<file path="src/rtl/multicycle_ctrl.sv">
// Multicycle MIPS control FSM for a shared-memory datapath.
// Decodes R-type, I-type ALU, LW, SW, BEQ, BNE, J and JAL. A memory read
// (instruction fetch or load) waits MEM_WAIT extra cycles. Unknown opcodes
// trap in an absorbing ILLEGAL state. Every control output is registered:
// each edge loads the decode of the state and wait count being entered,
// so the outputs always equal the decode of the current state and count.
module multicycle_ctrl #(
  parameter int MEM_WAIT = 1,
  parameter int CW       = 4
) (
  input  logic       clk,
  input  logic       rst,
  input  logic [5:0] Op_code,
  input  logic [5:0] Funct,
  output logic       MemWrite,
  output logic       IRWrite,
  output logic       RegWrite,
  output logic       PCWrite,
  output logic       PCWriteCond,
  output logic       IorD,
  output logic       BranchNE,
  output logic [1:0] RegDst,
  output logic [1:0] MemtoReg,
  output logic [1:0] ALUSrcA,
  output logic [2:0] ALUSrcB,
  output logic [1:0] ALUOp,
  output logic [1:0] PCSource,
  output logic       instr_done,
  output logic       illegal
);

  localparam logic [5:0] OP_RTYPE = 6'b000000;
  localparam logic [5:0] OP_J     = 6'b000010;
  localparam logic [5:0] OP_JAL   = 6'b000011;
  localparam logic [5:0] OP_BEQ   = 6'b000100;
  localparam logic [5:0] OP_BNE   = 6'b000101;
  localparam logic [5:0] OP_ADDI  = 6'b001000;
  localparam logic [5:0] OP_ADDIU = 6'b001001;
  localparam logic [5:0] OP_SLTI  = 6'b001010;
  localparam logic [5:0] OP_ANDI  = 6'b001100;
  localparam logic [5:0] OP_ORI   = 6'b001101;
  localparam logic [5:0] OP_XORI  = 6'b001110;
  localparam logic [5:0] OP_LW    = 6'b100011;
  localparam logic [5:0] OP_SW    = 6'b101011;

  localparam logic [5:0] FN_SLL = 6'b000000;
  localparam logic [5:0] FN_SRL = 6'b000010;
  localparam logic [5:0] FN_SRA = 6'b000011;

  localparam logic [CW-1:0] WAIT_LAST = CW'(MEM_WAIT);

  typedef enum logic [3:0] {
    S_FETCH    = 4'd0,
    S_DECODE   = 4'd1,
    S_EXEC_R   = 4'd2,
    S_R_WB     = 4'd3,
    S_EXEC_I   = 4'd4,
    S_I_WB     = 4'd5,
    S_MEM_ADDR = 4'd6,
    S_MEM_RD   = 4'd7,
    S_MEM_WB   = 4'd8,
    S_MEM_WR   = 4'd9,
    S_BRANCH   = 4'd10,
    S_JUMP     = 4'd11,
    S_JAL      = 4'd12,
    S_ILLEGAL  = 4'd13
  } state_t;

  typedef struct packed {
    logic       mem_write;
    logic       ir_write;
    logic       reg_write;
    logic       pc_write;
    logic       pc_write_cond;
    logic       iord;
    logic       branch_ne;
    logic [1:0] reg_dst;
    logic [1:0] mem_to_reg;
    logic [1:0] alu_src_a;
    logic [2:0] alu_src_b;
    logic [1:0] alu_op;
    logic [1:0] pc_source;
    logic       instr_done;
    logic       illegal;
  } ctl_t;

  state_t          state_q, state_d;
  logic [CW-1:0]   wcnt_q, wcnt_d;
  ctl_t            ctl_q;

  // Control word for a given state and wait count; anything not set stays 0.
  function automatic ctl_t decode(input state_t s, input logic [CW-1:0] w,
                                  input logic [5:0] op, input logic [5:0] fn);
    ctl_t c;
    c = '0;
    case (s)
      S_FETCH: begin
        c.alu_src_b = 3'b001;
        if (w == WAIT_LAST) begin
          c.ir_write = 1'b1;
          c.pc_write = 1'b1;
        end
      end
      S_DECODE: c.alu_src_b = 3'b011;
      S_EXEC_R: begin
        c.alu_op = 2'b10;
        if (fn == FN_SLL || fn == FN_SRL || fn == FN_SRA) begin
          c.alu_src_a = 2'b10;
          c.alu_src_b = 3'b100;
        end else begin
          c.alu_src_a = 2'b01;
        end
      end
      S_R_WB: begin
        c.reg_dst    = 2'b01;
        c.reg_write  = 1'b1;
        c.instr_done = 1'b1;
      end
      S_EXEC_I: begin
        c.alu_src_a = 2'b01;
        c.alu_op    = 2'b11;
        c.alu_src_b = (op == OP_ANDI || op == OP_ORI || op == OP_XORI) ? 3'b101 : 3'b010;
      end
      S_I_WB: begin
        c.reg_write  = 1'b1;
        c.instr_done = 1'b1;
      end
      S_MEM_ADDR: begin
        c.alu_src_a = 2'b01;
        c.alu_src_b = 3'b010;
      end
      S_MEM_RD: c.iord = 1'b1;
      S_MEM_WB: begin
        c.mem_to_reg = 2'b01;
        c.reg_write  = 1'b1;
        c.instr_done = 1'b1;
      end
      S_MEM_WR: begin
        c.iord       = 1'b1;
        c.mem_write  = 1'b1;
        c.instr_done = 1'b1;
      end
      S_BRANCH: begin
        c.alu_src_a     = 2'b01;
        c.alu_op        = 2'b01;
        c.pc_source     = 2'b01;
        c.pc_write_cond = 1'b1;
        c.branch_ne     = (op == OP_BNE);
        c.instr_done    = 1'b1;
      end
      S_JUMP: begin
        c.pc_source  = 2'b10;
        c.pc_write   = 1'b1;
        c.instr_done = 1'b1;
      end
      S_JAL: begin
        // PC already holds PC+4 here, so it is the link value for $31.
        c.pc_source  = 2'b10;
        c.pc_write   = 1'b1;
        c.reg_dst    = 2'b10;
        c.mem_to_reg = 2'b10;
        c.reg_write  = 1'b1;
        c.instr_done = 1'b1;
      end
      S_ILLEGAL: c.illegal = 1'b1;
      default: c = '0;
    endcase
    return c;
  endfunction

  // Next state and wait count; the counter only advances while a read is
  // still waiting and is zero after every transition.
  always_comb begin
    state_d = state_q;
    wcnt_d  = '0;
    case (state_q)
      S_FETCH: begin
        if (wcnt_q == WAIT_LAST) state_d = S_DECODE;
        else                     wcnt_d  = wcnt_q + CW'(1);
      end
      S_DECODE: begin
        case (Op_code)
          OP_RTYPE:                                           state_d = S_EXEC_R;
          OP_ADDI, OP_ADDIU, OP_SLTI, OP_ANDI, OP_ORI, OP_XORI: state_d = S_EXEC_I;
          OP_LW, OP_SW:                                       state_d = S_MEM_ADDR;
          OP_BEQ, OP_BNE:                                     state_d = S_BRANCH;
          OP_J:                                               state_d = S_JUMP;
          OP_JAL:                                             state_d = S_JAL;
          default:                                            state_d = S_ILLEGAL;
        endcase
      end
      S_EXEC_R:   state_d = S_R_WB;
      S_EXEC_I:   state_d = S_I_WB;
      S_MEM_ADDR: state_d = (Op_code == OP_LW) ? S_MEM_RD : S_MEM_WR;
      S_MEM_RD: begin
        if (wcnt_q == WAIT_LAST) state_d = S_MEM_WB;
        else                     wcnt_d  = wcnt_q + CW'(1);
      end
      S_R_WB, S_I_WB, S_MEM_WB, S_MEM_WR,
      S_BRANCH, S_JUMP, S_JAL: state_d = S_FETCH;
      S_ILLEGAL:               state_d = S_ILLEGAL;
      default:                 state_d = S_FETCH;
    endcase
  end

  // State, counter and registered control word; reset forces FETCH at once.
  always_ff @(posedge clk or posedge rst) begin
    if (rst) begin
      state_q <= S_FETCH;
      wcnt_q  <= '0;
      ctl_q   <= decode(S_FETCH, '0, 6'd0, 6'd0);
    end else begin
      state_q <= state_d;
      wcnt_q  <= wcnt_d;
      ctl_q   <= decode(state_d, wcnt_d, Op_code, Funct);
    end
  end

  assign MemWrite    = ctl_q.mem_write;
  assign IRWrite     = ctl_q.ir_write;
  assign RegWrite    = ctl_q.reg_write;
  assign PCWrite     = ctl_q.pc_write;
  assign PCWriteCond = ctl_q.pc_write_cond;
  assign IorD        = ctl_q.iord;
  assign BranchNE    = ctl_q.branch_ne;
  assign RegDst      = ctl_q.reg_dst;
  assign MemtoReg    = ctl_q.mem_to_reg;
  assign ALUSrcA     = ctl_q.alu_src_a;
  assign ALUSrcB     = ctl_q.alu_src_b;
  assign ALUOp       = ctl_q.alu_op;
  assign PCSource    = ctl_q.pc_source;
  assign instr_done  = ctl_q.instr_done;
  assign illegal     = ctl_q.illegal;

endmodule

</file>
<file path="config.mk">
export PLATFORM = sky130hd
export DESIGN_NAME = multicycle_ctrl
export DESIGN_NICKNAME = d
export VERILOG_FILES = /design/src/rtl/multicycle_ctrl.sv
export SDC_FILE = /design/constraint.sdc
export NUM_CORES = 1
export LEC_CHECK = 0
export CORE_MARGIN = 8
export CORE_UTILIZATION = 53
export DETAILED_ROUTE_END_ITERATION = 6
export GPL_ROUTABILITY_DRIVEN = 0
export PLACE_DENSITY = 0.81
export SETUP_SLACK_MARGIN = 0.05
export SKIP_LAST_GASP = 1
export SYNTH_ARGS = -nofsm -noshare
export SYNTH_HDL_FRONTEND = slang
export SYNTH_SLANG_ARGS = --single-unit
export TNS_END_PERCENT = 100
</file>
<file path="constraint.sdc">
create_clock -name clk -period 5.4 [get_ports clk]
set_input_delay 0.81 -clock clk [delete_from_list [all_inputs] [get_ports clk]]
set_output_delay 0.81 -clock clk [all_outputs]
set_load 0.03 [all_outputs]
</file>
**Word-level counts from Yosys, hierarchy flattened**

Memories as Yosys holds them, arrays and structs flattened.
Cells that the tools add are included.

- $add $sub $neg: 1
- Equality and inequality tests: 28
- Muxes and demuxes: 25
- Reduce and logical (&&, ||, !) cells: 13

Operators by type and width:

| cell | count |
|---|---|
| $eq 4x3->1 const B | 7 |
| $eq 4x4->1 const B | 7 |
| $pmux 4 s7 | 1 |
| $mux 4 | 5 |
| $eq 6x4->1 const B | 3 |
| $eq 4x1->1 const B | 4 |
| $pmux 2 s2 | 4 |
| $pmux 3 s5 | 1 |
| $eq 4x2->1 const B | 3 |
| $eq 6x2->1 const B | 2 |
| $mux 1 | 9 |
| $logic_not 4->1 | 2 |
| $reduce_or 7->1 | 1 |
| $eq 6x3->1 const B | 1 |
| $eq 6x6->1 const B | 1 |
| $logic_not 6->1 | 1 |
| $mux 3 | 2 |
| $pmux 2 s3 | 1 |
| $reduce_or 2->1 | 3 |
| $add 4x1->4 const B | 1 |
| $logic_or 1x1->1 | 4 |
| $reduce_or 4->1 | 1 |
| $reduce_or 3->1 | 1 |
| $mux 2 | 1 |
| $pmux 1 s2 | 1 |

- Register bits after elaboration: 30
- Bits in read-only memories: 256
- Input bits: 14
- Output and inout bits: 22
- Logic and storage cells: 85
- Memories: 1

Memories:

| name | depth | width | rd ports | clocked after memory_dff | wr ports | RTL line | text |
|---|---|---|---|---|---|---|---|
| (name not given) | 64 | 4 | 1 | 0 | 0 | 182 | `case (Op_code)` |

**Logic depth before layout (Yosys ltp)**

- Depth after elaboration: 6
- Gate-level depth with buffers: 10

**Worst setup path after synthesis**

OpenSTA, ideal clock, no wires.

- Path type: input port to flip-flop
- Start point: in Op_code[0]
- End point: reg ctl_q (netlist bit RegWrite)
- Library setup time: 0.090 ns
- Arrival: 2.246 ns
- Setup slack: 3.064 ns
- Stages: 7
- Cells stage by stage: inv_1 ha_1 a21o_1 a21o_1 a21o_1 or4_1 o221ai_1

- Word-level cells in the longest chain between the ends: 6
- Elaborated cells on any way between the ends: 10

Ends and longest elaborated chain:

| element | RTL line | text |
|---|---|---|
| start, declared | 13 | `input logic [5:0] Op_code,` |
| branches (longest 2 deep; another with $mem_v2 64x4) | -- |  |
| $pmux 4 s7 * | 176 | `case (state_q)` |
| $eq 4x4->1 (tied with other cells) | 96 | `case (s)` |
| $reduce_or 4->1 (no line) * | -- |  |
| $mux 1 * | 96 |  |
| end signal, assigned | 211 | `ctl_q <= decode(S_FETCH, '0, 6'd0, 6'd0);` |
| end signal, assigned | 215 | `ctl_q <= decode(state_d, wcnt_d, Op_code, Funct);` |
| end, declared | 89 | `ctl_t ctl_q;` |

Mark *: on every way between the ends.

**Worst setup path after layout**

- Start point: in Op_code[3]
- End point: reg ctl_q (netlist bit ALUSrcB[2])

- Word-level cells in the longest chain between the ends: 5
- Elaborated cells on any way between the ends: 16

Ends and longest elaborated chain:

| element | RTL line | text |
|---|---|---|
| branches (longest 2 deep; another with $mem_v2 64x4) | -- |  |
| $pmux 4 s7 * | 176 |  |
| named net state_d[2] | 87 | `state_t state_q, state_d;` |
| $eq 4x3->1 (tied with other cells) | 96 |  |
| $pmux 3 s5 * | 96 |  |

Mark *: on every way through the listed nets, which the timed path passes.

==> flow_summary.ini <==
[routing]
wl_um = 3401
drtIter0Drc = 46
wire_per_inst_um = 14.85
antenna_left = 0
viasPerCell = 5.638
vias = 1291
drc_errors = 0
first_pass_iters = 4

[timing]
tns_ns = 0
slew_headroom_pct = 31.22
rsz0062_at_grt = false
slew_viol_final = 0
skew_ns = 0.01352
hold_viol_final = 0
setup_viol = 0
worst_slew_pin_slew_ns = 1.031
fmax_mhz = 346.9
period_needed_ns = 2.883
fin_crit_sh_pct = 53.38

[pwr]
p_per_area_mw_per_mm2 = 486.1
vdd_drop_max_v = 0.0002882
p_leak_nw = 0.8959

[final_layout]
final_area_mm2 = 0.002012
regArea_um2 = 726.9
final_layout_size_suffix_gt1_share_pct = 9.694
multi_input_area_um2 = 759.5
diodes = 0
num-fill-cells = 230
area_growth_pct = 27.42
finalNetCount = 217
fin_util_pct = 68.14

[global_routing]
track_usage_pct = 14.28
grt_pass1_vias = 1211
grtUsageMet2_pct = 23.09
overflow = 0
grt_first_pass_wirelength_um = 5623
globalRouteMet3Util_pct = 5.932
grt_start_max_net_pins = 30
antenna_found_initial = 0
grtUsageMet1_pct = 16.12
top_usage_layer = met2

[worst_setup_path]
r2r_start = wcnt_q[1]
reg2regPathDepth = 7
rrSetupSlack_ns = 2.85
cp_max_fo = 11
worstPathArrival_ns = 3.14
start_kind = input pin
end_kind = flip-flop
worstSetupPathType = input pin to flip-flop
reg2reg_to = RegWrite
required_ns = 5.66

[synth]
ys_ff_latch = 29
syn-num-nets = 182
avgSynthCellArea_um2 = 9.869
ys_seq_area_share_pct = 46.04
netlist_area_mm2 = 0.001579
async_reset_ff_share_pct = 100.0
synth_cell_types = 46
synthCells = 160
synth_edf_count = 0
yosysWarnings = 0
synthFlopType = dfrtp_1

[die]
initial_core_util_pct = 53.47
fp.dieW_um = 70.58
core_mm2 = 0.002953
row_count = 20
die_h_um = 70.58
pin_count = 36
dieArea_mm2 = 0.004982

[clock_tree]
clockBufferDepth = 2
cts_tree = built
cts_buffers = 5
cts_sinks = 29
htreeDepth = 2
cts_root_buffer = clkbuf_4
insertion_delay_ns = 0.34
clk_pin_slew_worst_paths_ns = 0.10
cts_setup_buffers = 0
cts_hold_buf = 0
ctsResizeCount = 0

[placement]
placed_cell_area_mm2 = 0.001927
port_buffers = 35
dpl.hpwl_um = 2622

[min_path]
worstHoldPathType = flip-flop to flip-flop
min_path_cells = 1
whs_endpoint = wcnt_q[0]
hp-start = wcnt_q[0]

[status]
status = completed

[flow_run]
maxCapViolations = 0
-- layer usage --
layer | share of wire (%) | vias to the layer above
met3 | 5.7 | 8
li1 | - | 639
met5 | 0 | -
met4 | 1.6 | 0
met1 | 43 | 609
met2 | 50 | 35
-- report_power, final --
group / switching (mW) / total [mW] / internal (mW)
Clock: 0.0775 / 0.188 / 0.110
Sequential: 0.0461 / 0.315 / 0.269
Combinational: 0.294 / 0.475 / 0.181
-- cells in the final DEF, fill, tap and decap left out, drive strengths merged, types with 7 or more instances in the layout --
master,n
a21oi,7
clkbuf,7
clkdlybuf4s50,35
dfrtp,28
ha,8
inv,11
nand3,9
nor2,19
o21ai,8
-- final cells by class --
| cell class | count | share of cell area (%) |
|---|---|---|
| timing repair buffer | 36 | 17.79 |
| tap | 33 | 2.052 |
| clock inverter | 1 | 1.493 |
| sequential | 29 | 36.13 |
| inverter | 11 | 2.052 |
| multi-input combinational | 112 | 37.75 |
| clock buffer | 7 | 2.736 |
-- worst max-delay path, cell delays in order --
cell and delay, ns:
clkdlybuf4s50_1 0.51, a211o_1 0.35, o311ai_1 0.28, a21oi_1 0.12, a21oi_2 0.37, inv_2 0.17, or3_1 0.40, a21oi_1 0.13
-- sequential cells by signal, summed over array words and instances (netlist names) --
register / flops
state_q: 4
wcnt_q: 4
ALUSrcB: 3
ALUOp: 2
ALUSrcA: 2
MemtoReg: 2
PCSource: 2
BranchNE: 1
IRWrite: 1
IorD: 1
MemWrite: 1
PCWrite: 1
PCWriteCond: 1
RegDst: 1
RegWrite: 1
illegal: 1
instr_done: 1
-- per-stage QoR --
step                      cells  hold slack, ns  setup slack (ns)  power, mW
after floorplan             160          0.4929             3.064     0.6662
after global placement      221          0.5223             2.211     0.7772
after detailed placement    221          0.5381             2.182     0.7931
after CTS                   229          0.5498             2.537     0.9821
after global routing        229          0.5886             2.356      1.042
final                       229          0.5511             2.517     0.9779
-- synthesized netlist by cell type, drive strengths merged (2+ instances only) --
cell,count,area [µm²]
dfrtp,28,700.7
nor2,19,71.32
inv,11,41.29
nand3,9,45.04
buf,8,51.29
ha,8,100.1
o21ai,8,40.04
a21oi,7,38.79
and3,5,31.28
nand2,5,26.27
or3,5,31.28
a21o,4,30.03
nand2b,4,25.02
nor4,4,31.28
nor3,3,20.02
o211ai,3,22.52
a211o,2,17.52
and2,2,12.51
nand4bb,2,38.79
nor2b,2,12.51
o221ai,2,17.52
xnor2,2,17.52
xor2,2,17.52
-- cell families (layout without fill, tap and decap cells) --
| group | count (synthesis) | in the layout | share of synthesized area (%) |
|---|---|---|---|
| fa+ha+maj | 8 | 8 | 6.339 |
| buf+inv | 19 | 55 | 5.863 |
| flops | 29 | 29 | 46.04 |
| compound gates | 36 | 36 | 15.77 |
| xor+xnor | 4 | 4 | 2.219 |
| simple gates | 64 | 64 | 23.77 |
-- worst max-delay path by stage --
stage / start / to / slack, ns / cells past startpoint
after floorplan: Op_code[0] / RegWrite / 3.06 / 7
after global placement: Op_code[0] / RegWrite / 2.21 / 8
after detailed placement: Op_code[0] / RegWrite / 2.18 / 8
after CTS: Op_code[0] / RegWrite / 2.54 / 8
after global routing: Op_code[3] / ALUSrcB[2] / 2.36 / 8
final: Op_code[3] / ALUSrcB[2] / 2.52 / 8
No activity file was read; power rests on OpenSTA's default activity.
